**config.mk**
```make
export PLATFORM = sky130hd
export DESIGN_NAME = vga_timing_gen
export DESIGN_NICKNAME = d
export VERILOG_FILES = /design/src/rtl/vga_timing_gen.sv
export SDC_FILE = /design/constraint.sdc
export NUM_CORES = 1
export LEC_CHECK = 0
export ABC_AREA = 1
export CAP_MARGIN = 20
export CORE_MARGIN = 2
export CORE_UTILIZATION = 30
export DETAILED_ROUTE_END_ITERATION = 8
export GPL_TIMING_DRIVEN = 0
export SLEW_MARGIN = 20
export SYNTH_ARGS = -nofsm -noshare
export SYNTH_HDL_FRONTEND = slang
export SYNTH_SLANG_ARGS = --single-unit
```
**constraint.sdc**
```tcl
create_clock -name clk -period 5.1 [get_ports clk]
set_input_delay 1.02 -clock clk [delete_from_list [all_inputs] [get_ports clk]]
set_output_delay 1.02 -clock clk [all_outputs]
set_load 0.02 [all_outputs]
```
**src/rtl/vga_timing_gen.sv**
```systemverilog
// VGA raster timing generator: divides the system clock into a pixel enable and
// produces registered hsync/vsync/enable/column/row plus tick and start strobes.
module vga_timing_gen #(
  parameter int H_ACTIVE = 640,
  parameter int H_FP     = 16,
  parameter int H_SYNC   = 96,
  parameter int H_BP     = 48,
  parameter int V_ACTIVE = 480,
  parameter int V_FP     = 10,
  parameter int V_SYNC   = 2,
  parameter int V_BP     = 33,
  parameter bit SYNC_POL = 1'b0,
  parameter int CLK_DIV  = 2
) (
  input  logic       clk,
  input  logic       rst_n,
  output logic       hsync,
  output logic       vsync,
  output logic       enable,
  output logic [9:0] column,
  output logic [9:0] row,
  output logic       pixel_tick,
  output logic       line_start,
  output logic       frame_start
);

  localparam int H_TOTAL = H_ACTIVE + H_FP + H_SYNC + H_BP;
  localparam int V_TOTAL = V_ACTIVE + V_FP + V_SYNC + V_BP;
  localparam int DIV_W   = (CLK_DIV > 1) ? $clog2(CLK_DIV) : 1;

  localparam logic [DIV_W-1:0] DIV_LAST = DIV_W'(CLK_DIV - 1);
  localparam logic [DIV_W-1:0] DIV_ONE  = DIV_W'(1);
  localparam logic [DIV_W-1:0] DIV_ZERO = DIV_W'(0);
  localparam logic [9:0] H_LAST   = 10'(H_TOTAL - 1);
  localparam logic [9:0] V_LAST   = 10'(V_TOTAL - 1);
  localparam logic [9:0] H_ACT    = 10'(H_ACTIVE);
  localparam logic [9:0] V_ACT    = 10'(V_ACTIVE);
  localparam logic [9:0] HS_START = 10'(H_ACTIVE + H_FP);
  localparam logic [9:0] HS_END   = 10'(H_ACTIVE + H_FP + H_SYNC);
  localparam logic [9:0] VS_START = 10'(V_ACTIVE + V_FP);
  localparam logic [9:0] VS_END   = 10'(V_ACTIVE + V_FP + V_SYNC);

  logic [DIV_W-1:0] div_cnt_q, div_cnt_d;
  logic [9:0]       h_cnt_q, h_cnt_d;
  logic [9:0]       v_cnt_q, v_cnt_d;
  logic [9:0]       column_q, column_d;
  logic [9:0]       row_q, row_d;
  logic             enable_q, enable_d;
  logic             hsync_q, hsync_d;
  logic             vsync_q, vsync_d;
  logic             pixel_tick_q;
  logic             line_start_q, line_start_d;
  logic             frame_start_q, frame_start_d;
  logic             tick_s;

  assign tick_s = (div_cnt_q == DIV_LAST);

  // Next-state: advance divider and raster counters, derive outputs from the new counts
  always_comb begin
    div_cnt_d     = div_cnt_q;
    h_cnt_d       = h_cnt_q;
    v_cnt_d       = v_cnt_q;
    column_d      = column_q;
    row_d         = row_q;
    enable_d      = enable_q;
    hsync_d       = hsync_q;
    vsync_d       = vsync_q;
    line_start_d  = 1'b0;
    frame_start_d = 1'b0;
    if (tick_s) begin
      div_cnt_d = DIV_ZERO;
      if (h_cnt_q == H_LAST) begin
        h_cnt_d = 10'd0;
        if (v_cnt_q == V_LAST) begin
          v_cnt_d = 10'd0;
        end else begin
          v_cnt_d = v_cnt_q + 10'd1;
        end
      end else begin
        h_cnt_d = h_cnt_q + 10'd1;
        v_cnt_d = v_cnt_q;
      end
      column_d      = h_cnt_d;
      row_d         = v_cnt_d;
      enable_d      = (h_cnt_d < H_ACT) && (v_cnt_d < V_ACT);
      hsync_d       = ((h_cnt_d >= HS_START) && (h_cnt_d < HS_END)) ? SYNC_POL : ~SYNC_POL;
      vsync_d       = ((v_cnt_d >= VS_START) && (v_cnt_d < VS_END)) ? SYNC_POL : ~SYNC_POL;
      line_start_d  = (h_cnt_d == 10'd0);
      frame_start_d = (h_cnt_d == 10'd0) && (v_cnt_d == 10'd0);
    end else begin
      div_cnt_d = div_cnt_q + DIV_ONE;
    end
  end

  // Counter and output registers; reset parks counters on the last position so the first tick wraps to 0,0
  always_ff @(posedge clk) begin
    if (!rst_n) begin
      div_cnt_q     <= DIV_ZERO;
      h_cnt_q       <= H_LAST;
      v_cnt_q       <= V_LAST;
      column_q      <= 10'd0;
      row_q         <= 10'd0;
      enable_q      <= 1'b0;
      hsync_q       <= ~SYNC_POL;
      vsync_q       <= ~SYNC_POL;
      pixel_tick_q  <= 1'b0;
      line_start_q  <= 1'b0;
      frame_start_q <= 1'b0;
    end else begin
      div_cnt_q     <= div_cnt_d;
      h_cnt_q       <= h_cnt_d;
      v_cnt_q       <= v_cnt_d;
      column_q      <= column_d;
      row_q         <= row_d;
      enable_q      <= enable_d;
      hsync_q       <= hsync_d;
      vsync_q       <= vsync_d;
      pixel_tick_q  <= tick_s;
      line_start_q  <= line_start_d;
      frame_start_q <= frame_start_d;
    end
  end

  assign hsync       = hsync_q;
  assign vsync       = vsync_q;
  assign enable      = enable_q;
  assign column      = column_q;
  assign row         = row_q;
  assign pixel_tick  = pixel_tick_q;
  assign line_start  = line_start_q;
  assign frame_start = frame_start_q;

endmodule

```
After elaboration in Yosys (flattened, before gate mapping)
Cells that the tools add are included.
Word-level totals
  register bits: 47
  output and inout bits: 26
Operators by class
  $add $sub $neg: 3
  magnitude comparators: 6
  equality and inequality tests: 2
  muxes and demuxes: 7
  bitwise gates (word level): 1
  reductions and logical operators: 8
Operators with widths (count)
  10-bit two-way mux: 5
  10-bit by 1-bit adder with 10-bit output, second input constant: 2
  10-bit == test, second input constant: 2
  10-bit logical NOT: 2
  10-bit less-than comparator, second input constant: 2
  10-bit by 9-bit less-than comparator with 1-bit output, second input constant: 2
  10-bit >= comparator, second input constant: 1
  10-bit by 9-bit >= comparator with 1-bit output, second input constant: 1
  1-bit logical AND: 4
  1-bit two-way mux: 2
  2-bit AND reduction: 1
  2-bit OR reduction: 1
  1-bit adder, second input constant: 1
  1-bit inverter: 1

Logic depth before layout (Yosys ltp)
  word-level depth: 7
  mapped depth: 13
  depth with buffers taken out: 13

Worst setup path before layout
No wires, ideal clock.
  path kind: input-to-reg
  start point: input rst_n
  end point: register h_cnt_q[5]
  library setup time: 75 ps
  arrival time: 1875 ps
  setup slack: 3150 ps
  cell stages on the path: 5
  path through: inv_1 -> nor2_1 -> inv_1 -> clkbuf_1 -> o22ai_1
RTL lines
  from (decl): RTL line 16  | input logic rst_n,
  to (signal assigned): RTL line 111  | h_cnt_q <= h_cnt_d;
  to (decl): RTL line 44  | logic [9:0] h_cnt_q, h_cnt_d;

==> impl_metrics.json <==
{
  "cts_setup_buffers": 0,
  "powerDensity_nw_per_um2": 353.9,
  "place_congestion": 0.8366,
  "critPathCaptureType": "register",
  "path_class": "input port to register",
  "numPortBuffers": 27,
  "areaGrowthSynthToFinish_pct": 24.09,
  "track_usage_pct": 14.01,
  "vias_per_cell": 4.704,
  "grt_use_met3_pct": 2.918,
  "holdBufCountCts": 0,
  "numCtsBuffers": 5,
  "fmax_mhz": 368.1,
  "finClkSkew_ns": 0.01487,
  "synth_fp_nets": 295,
  "rsz0062_at_grt": "false",
  "cts_root_buf": "clkbuf_8",
  "min_period_over_period_pct": 53.27,
  "ff2ff_path_depth": 12,
  "grt_max_degree": 13,
  "wl_mm": 4.794,
  "crit_fanout": 10,
  "total_power_w": 0.0008715,
  "mostFrequentLayoutCells": "83 x nand2_1, 37 x dfxtp_1, 36 x inv_1, 27 x nor2_1, 27 x clkdlybuf4s50_1",
  "fin_nets": 329,
  "hold_path_class": "register to register",
  "top_usage_layer": "met1",
  "antenna_cells": 0,
  "clockBufferDepth": 2,
  "first_global_vias": 1785,
  "drtPass1Iterations": 4,
  "cts.sink_count": 37,
  "ys_types": 25,
  "avgRoutedWirePerCell_um": 11.93,
  "grt_pass1_wl_mm": 8.231,
  "num_io_pins": 28,
  "maxCapViolCount": 0,
  "ys.flop_type": "dfxtp_1",
  "finalSetupTns_ns": 0,
  "fill_cells": 685,
  "coreArea_um2": 6386,
  "yosys_warnings": 0,
  "min_path_cells": 2,
  "ys_ff_latch": 37,
  "clk_pin_slew_ns": 0.08,
  "layout-drive-gt1-share_pct": 10.46,
  "dp_cells": 394,
  "clkLatencyLatePin_ns": 0.30,
  "cts_tree": "done",
  "syn_area_per_cell_um2": 6.843,
  "drc_errors": 0,
  "async_reset_ff_share_pct": 0,
  "num_vias": 1891,
  "cp.arrival_ns": 2.92,
  "power_leakage_nw": 1.134,
  "die_width_um": 85.33,
  "worst_slew_pin_slew_ns": 0.6999,
  "report.final.setup_viol": 0,
  "r2r_slack_ns": 3.19,
  "crit_required_ns": 5.31,
  "seq_area_frac_synth_pct": 37.33,
  "hpwl_mm": 3.591,
  "period_needed_ns": 2.717,
  "hold_violations": 0,
  "post_cts_resized": 0,
  "multiInputGateArea_um2": 982.2,
  "drv_slew": 0,
  "syn_inst": 290,
  "ant_nets": 0,
  "synth_edf_count": 0,
  "fp.dieArea_um2": 7281,
  "fp-row-count": 29,
  "final_common_cell": "nand2_1",
  "antenna_found_initial": 0,
  "htree_num_levels": 2,
  "stdcell_count": 402,
  "met1_usage_pct": 20.65,
  "vdd_ir_drop_max_mv": 0.1460,
  "worstSetupStartpointType": "input port",
  "relSlewSlack_pct": 53.17,
  "seq_area_um2": 740.7,
  "start_util_pct": 31.07,
  "grtUsageMet2_pct": 20.38,
  "drt_iter0_markers": 133,
  "overflow": 0,
  "syn-cell-area_um2": 1984,
  "status": "completed",
  "die_h_um": 85.33
}
stage by stage:
| stage | area [um2] | util (%) | setup WS (ns) | hold WS, ns |
|---|---|---|---|---|
| after floorplan | 1984 | - | 3.150 | 0.4694 |
| after global placement | 2351 | 36.81 | 2.047 | 0.4414 |
| after detailed placement | 2351 | 36.81 | 2.099 | 0.4382 |
| after CTS | 2462 | 38.56 | 2.388 | 0.4609 |
| after global routing | 2462 | 38.56 | 2.211 | 0.4888 |
| final | 2462 | 38.56 | 2.383 | 0.4570 |
logic make-up after synthesis:
family	synth area share, %
and+or+nand+nor	36.25
AOI/OAI and AO/OA	10.91
DFF	37.33
xor gates and xnor gates	0.4414
adders and majority gates	1.892
buffers and inverters	13.18
sequential cells by signal, summed over array words and instances (netlist names):
signal       flops
pixel_tick       1
frame_start      1
row              3
enable           1
line_start       1
column           7
vsync            1
div_cnt_q        1
hsync            1
h_cnt_q         10
v_cnt_q         10
metal layers:
| metal | share of wire (%) | wire length [um] |
|---|---|---|
| met5 | 0 | 0 |
| met4 | 1.4 | 66 |
| met3 | 5.4 | 257 |
| met2 | 41 | 1974 |
| met1 | 52 | 2495 |
final cells by class:
type / instances / share of cell area (%)
Inverter: 38 / 5.996
Timing Repair Buffer: 27 / 10.98
Tap cell: 77 / 3.913
Multi-Input combinational cell: 199 / 39.89
Clock buffer: 6 / 2.947
Clock inverter: 2 / 1.575
Sequential cell: 37 / 30.08
Buffer: 16 / 4.624
worst paths after layout:
path                                start                       to
hold reg to reg    column[9]$_SDFFE_PN0P_   column[9]$_SDFFE_PN0P_
hold / removal     column[9]$_SDFFE_PN0P_   column[9]$_SDFFE_PN0P_
setup / recovery                    rst_n  h_cnt_q[6]$_SDFFE_PN0P_
setup reg to reg  h_cnt_q[0]$_SDFFE_PN1P_   frame_start$_SDFF_PN0_
cell usage after synthesis, types with 2 or more instances:
cell / number / area (um2)
nand2_1: 83 / 311.6
dfxtp_1: 37 / 740.7
inv_1: 36 / 135.1
nor2_1: 27 / 101.4
nand3_1: 23 / 115.1
o21ai_0: 17 / 85.08
buf_4: 10 / 75.07
o22ai_1: 10 / 62.56
nand4_1: 8 / 50.05
a22oi_1: 6 / 45.04
clkbuf_1: 5 / 18.77
nand2_2: 4 / 25.02
nor3_1: 4 / 20.02
a21oi_1: 3 / 15.01
ha_1: 3 / 37.54
nand3_2: 3 / 30.03
nand2_4: 2 / 22.52
nor2_2: 2 / 12.51
power breakdown:
group	switching (W)	total [W]	internal, W	leakage, nW
Sequential	0.0000225	0.000337	0.000315	0.302
Clock	0.000110	0.000257	0.000147	0.0554
Combinational	0.000176	0.000277	0.000101	0.776
worst max-delay path, cell delays in order:
cell	delay, ns
clkdlybuf4s50_1	0.50
inv_1	0.08
nor2_1	0.54
inv_1	0.23
clkbuf_1	0.31
o22ai_1	0.23
(Power assumes the default switching activity.)
==> RTL change, RTL diff (same flow settings) <==
Make the reset (`rst_n`) asynchronous in one clocked block.
--- a/src/rtl/vga_timing_gen.sv
+++ b/src/rtl/vga_timing_gen.sv
@@ -94,5 +94,5 @@
 
   // Counter and output registers; reset parks counters on the last position so the first tick wraps to 0,0
-  always_ff @(posedge clk) begin
+  always_ff @(posedge clk or negedge rst_n) begin
     if (!rst_n) begin
       div_cnt_q     <= DIV_ZERO;
Formal check against the unedited RTL: differs if rst_n is asserted again (counterexample within 4 cycles, from zero or initial values and one cycle with rst_n low); with rst_n held inactive, the same outputs for 10 cycles.
==> RTL change against the unedited design <==
Clock skew shrank 8.0 ps. Highest routed layer unchanged. Sequential cell count is the same. Critical endpoint is now column[7]. Hold slack lost 45 ps. Synthesized area grew 14%. Routed wire length grew 14%. First-iteration DRC count shrank 35%. Largest cell class unchanged. Worst setup slack gained 170 ps. Critical path depth shrank 4. Final cell count grew 12%. Synthesized cell count grew 8.3%. Final area grew 13%.
Power is not compared: it rests on default switching activity, and its combinational part moved more than twofold at a synthesized area within 25%.
==> RTL change: results (changes against the unedited design) <==
| Metric | Value |
|---|---|
| Worst hold stages | `0 (-2)` |
| Syn. warnings | `0 (unchanged)` |
| Net Count, Synth | `320 (+8.5%)` |
| Final nets | `355 (+7.9%)` |
| P&R area growth vs syn | `23.6%` |
| Non-Clock Buffer Count | `46 (+7.0%)` |
| Crit-path max cell delay | `590 ps (+50 ps)` |
| R2R setup slack | `3040 ps (-150 ps)` |
| WL final | `5470 µm (+14%)` |
| Die area | `0.00823 mm² (+13%)` |
| Detailed placer's ending HPWL | `4020 µm (+12%)` |
| Sequential share of the synthesized area | `41.7% (+4.4 points)` |
| Dpl ws | `2860 ps (+766 ps)` |
| DRT Pass-1 Iters | `4 (unchanged)` |
| CP arrival | `1530 ps (-1390 ps)` |
| Status | `completed` |
| Post-Synthesis Cells | `314 (+8.3%)` |
| Sequential cell area share | `33.8% (+3.7 points)` |
| XOR/XNOR Fraction of Synth Area | `0.388% (-0.053 points)` |
| Post-CTS resize count | `0 (unchanged)` |
| Number of fillers in the final layout | `792 (+16%)` |
| Most area-consuming cells after synthesis | `dfrtp_1, nand2_1, dfstp_2, inv_1, nand3_1` |
| Layout cell share with drive strength beyond 1 | `16.9% (+6.4 points)` |
| Async S/R FF share, synth | `100% (+100 points)` |
| Synth Flop Type | `dfrtp_1` |
| Clk_lat worst skew | `300 ps (about the same)` |
| Vias per cell | `4.63 (-1.5%)` |
| Most instantiated cells after synthesis | `nand2_1, inv_1, nor2_1, dfrtp_1, nand3_1` |
| Initial DRC count | `86 (-35%)` |
| Reg clk slew, reported paths | `80 ps (about the same)` |
| Global-route wire length before repair | `9180 µm (+12%)` |
| Worst-Margin Slew | `542 ps (-158 ps)` |
| Placed Cells | `441 (+12%)` |
| WHS | `412 ps (-45.3 ps)` |
| Setup Skew | `6.89 ps (-7.98 ps)` |
| Multi-input combinational area share | `38.0% (-1.9 points)` |
| Clk_buf instances | `5 (-1)` |
| DP Area | `0.00267 mm² (+14%)` |
| Synth Area in Adders | `2.22% (+0.33 points)` |
| Distinct cells, synth | `30 (+20%)` |
| Hold endpoint | `pixel_tick` |
| Max stage delay cell, worst path | `clkdlybuf4s50_1` |
| Sequential share of power | `52.0%` |
| Vias in the first global route | `2004 (+12%)` |
| Non-clk invs | `36 (-5.3%)` |
| Total GRT Usage | `14.0% (-0.047 points)` |
| GP Congestion | `0.860 (+2.7%)` |
| Compound-cell area share of the yosys netlist | `5.71% (-5.2 points)` |
| ANT cells | `0 (unchanged)` |
| Largest net degree at the start of global routing | `23 (+10)` |
| Critical R2R Launch | `h_cnt_q[0]` |
| Crit-path max FO | `7 (-3)` |
## RTL change: worst max path at each step
stage / endpoint / cells after the start / slack [ps] / startpoint
2_1_floorplan: vsync / 13 / 3380 / h_cnt_q[0]
6_report: column[7] / 2 / 2550 / h_cnt_q[7]
5_1_grt: column[7] / 2 / 2490 / h_cnt_q[7]
3_3_place_gp: h_cnt_q[5] / 1 / 2070 / rst_n
3_5_place_dp: column[7] / 2 / 2860 / h_cnt_q[7]
4_1_cts: column[7] / 2 / 2530 / h_cnt_q[7]
## RTL change: routing by layer
metal / part of all wire [%] / GRT usage, % / up-vias
met5: 0 / 0 / -
li1: - / - / 1040
met2: 49 / 23.8 / 41
met1: 44 / 16.7 / 988
met4: 2.2 / 5.64 / 0
met3: 4.3 / 3.67 / 11
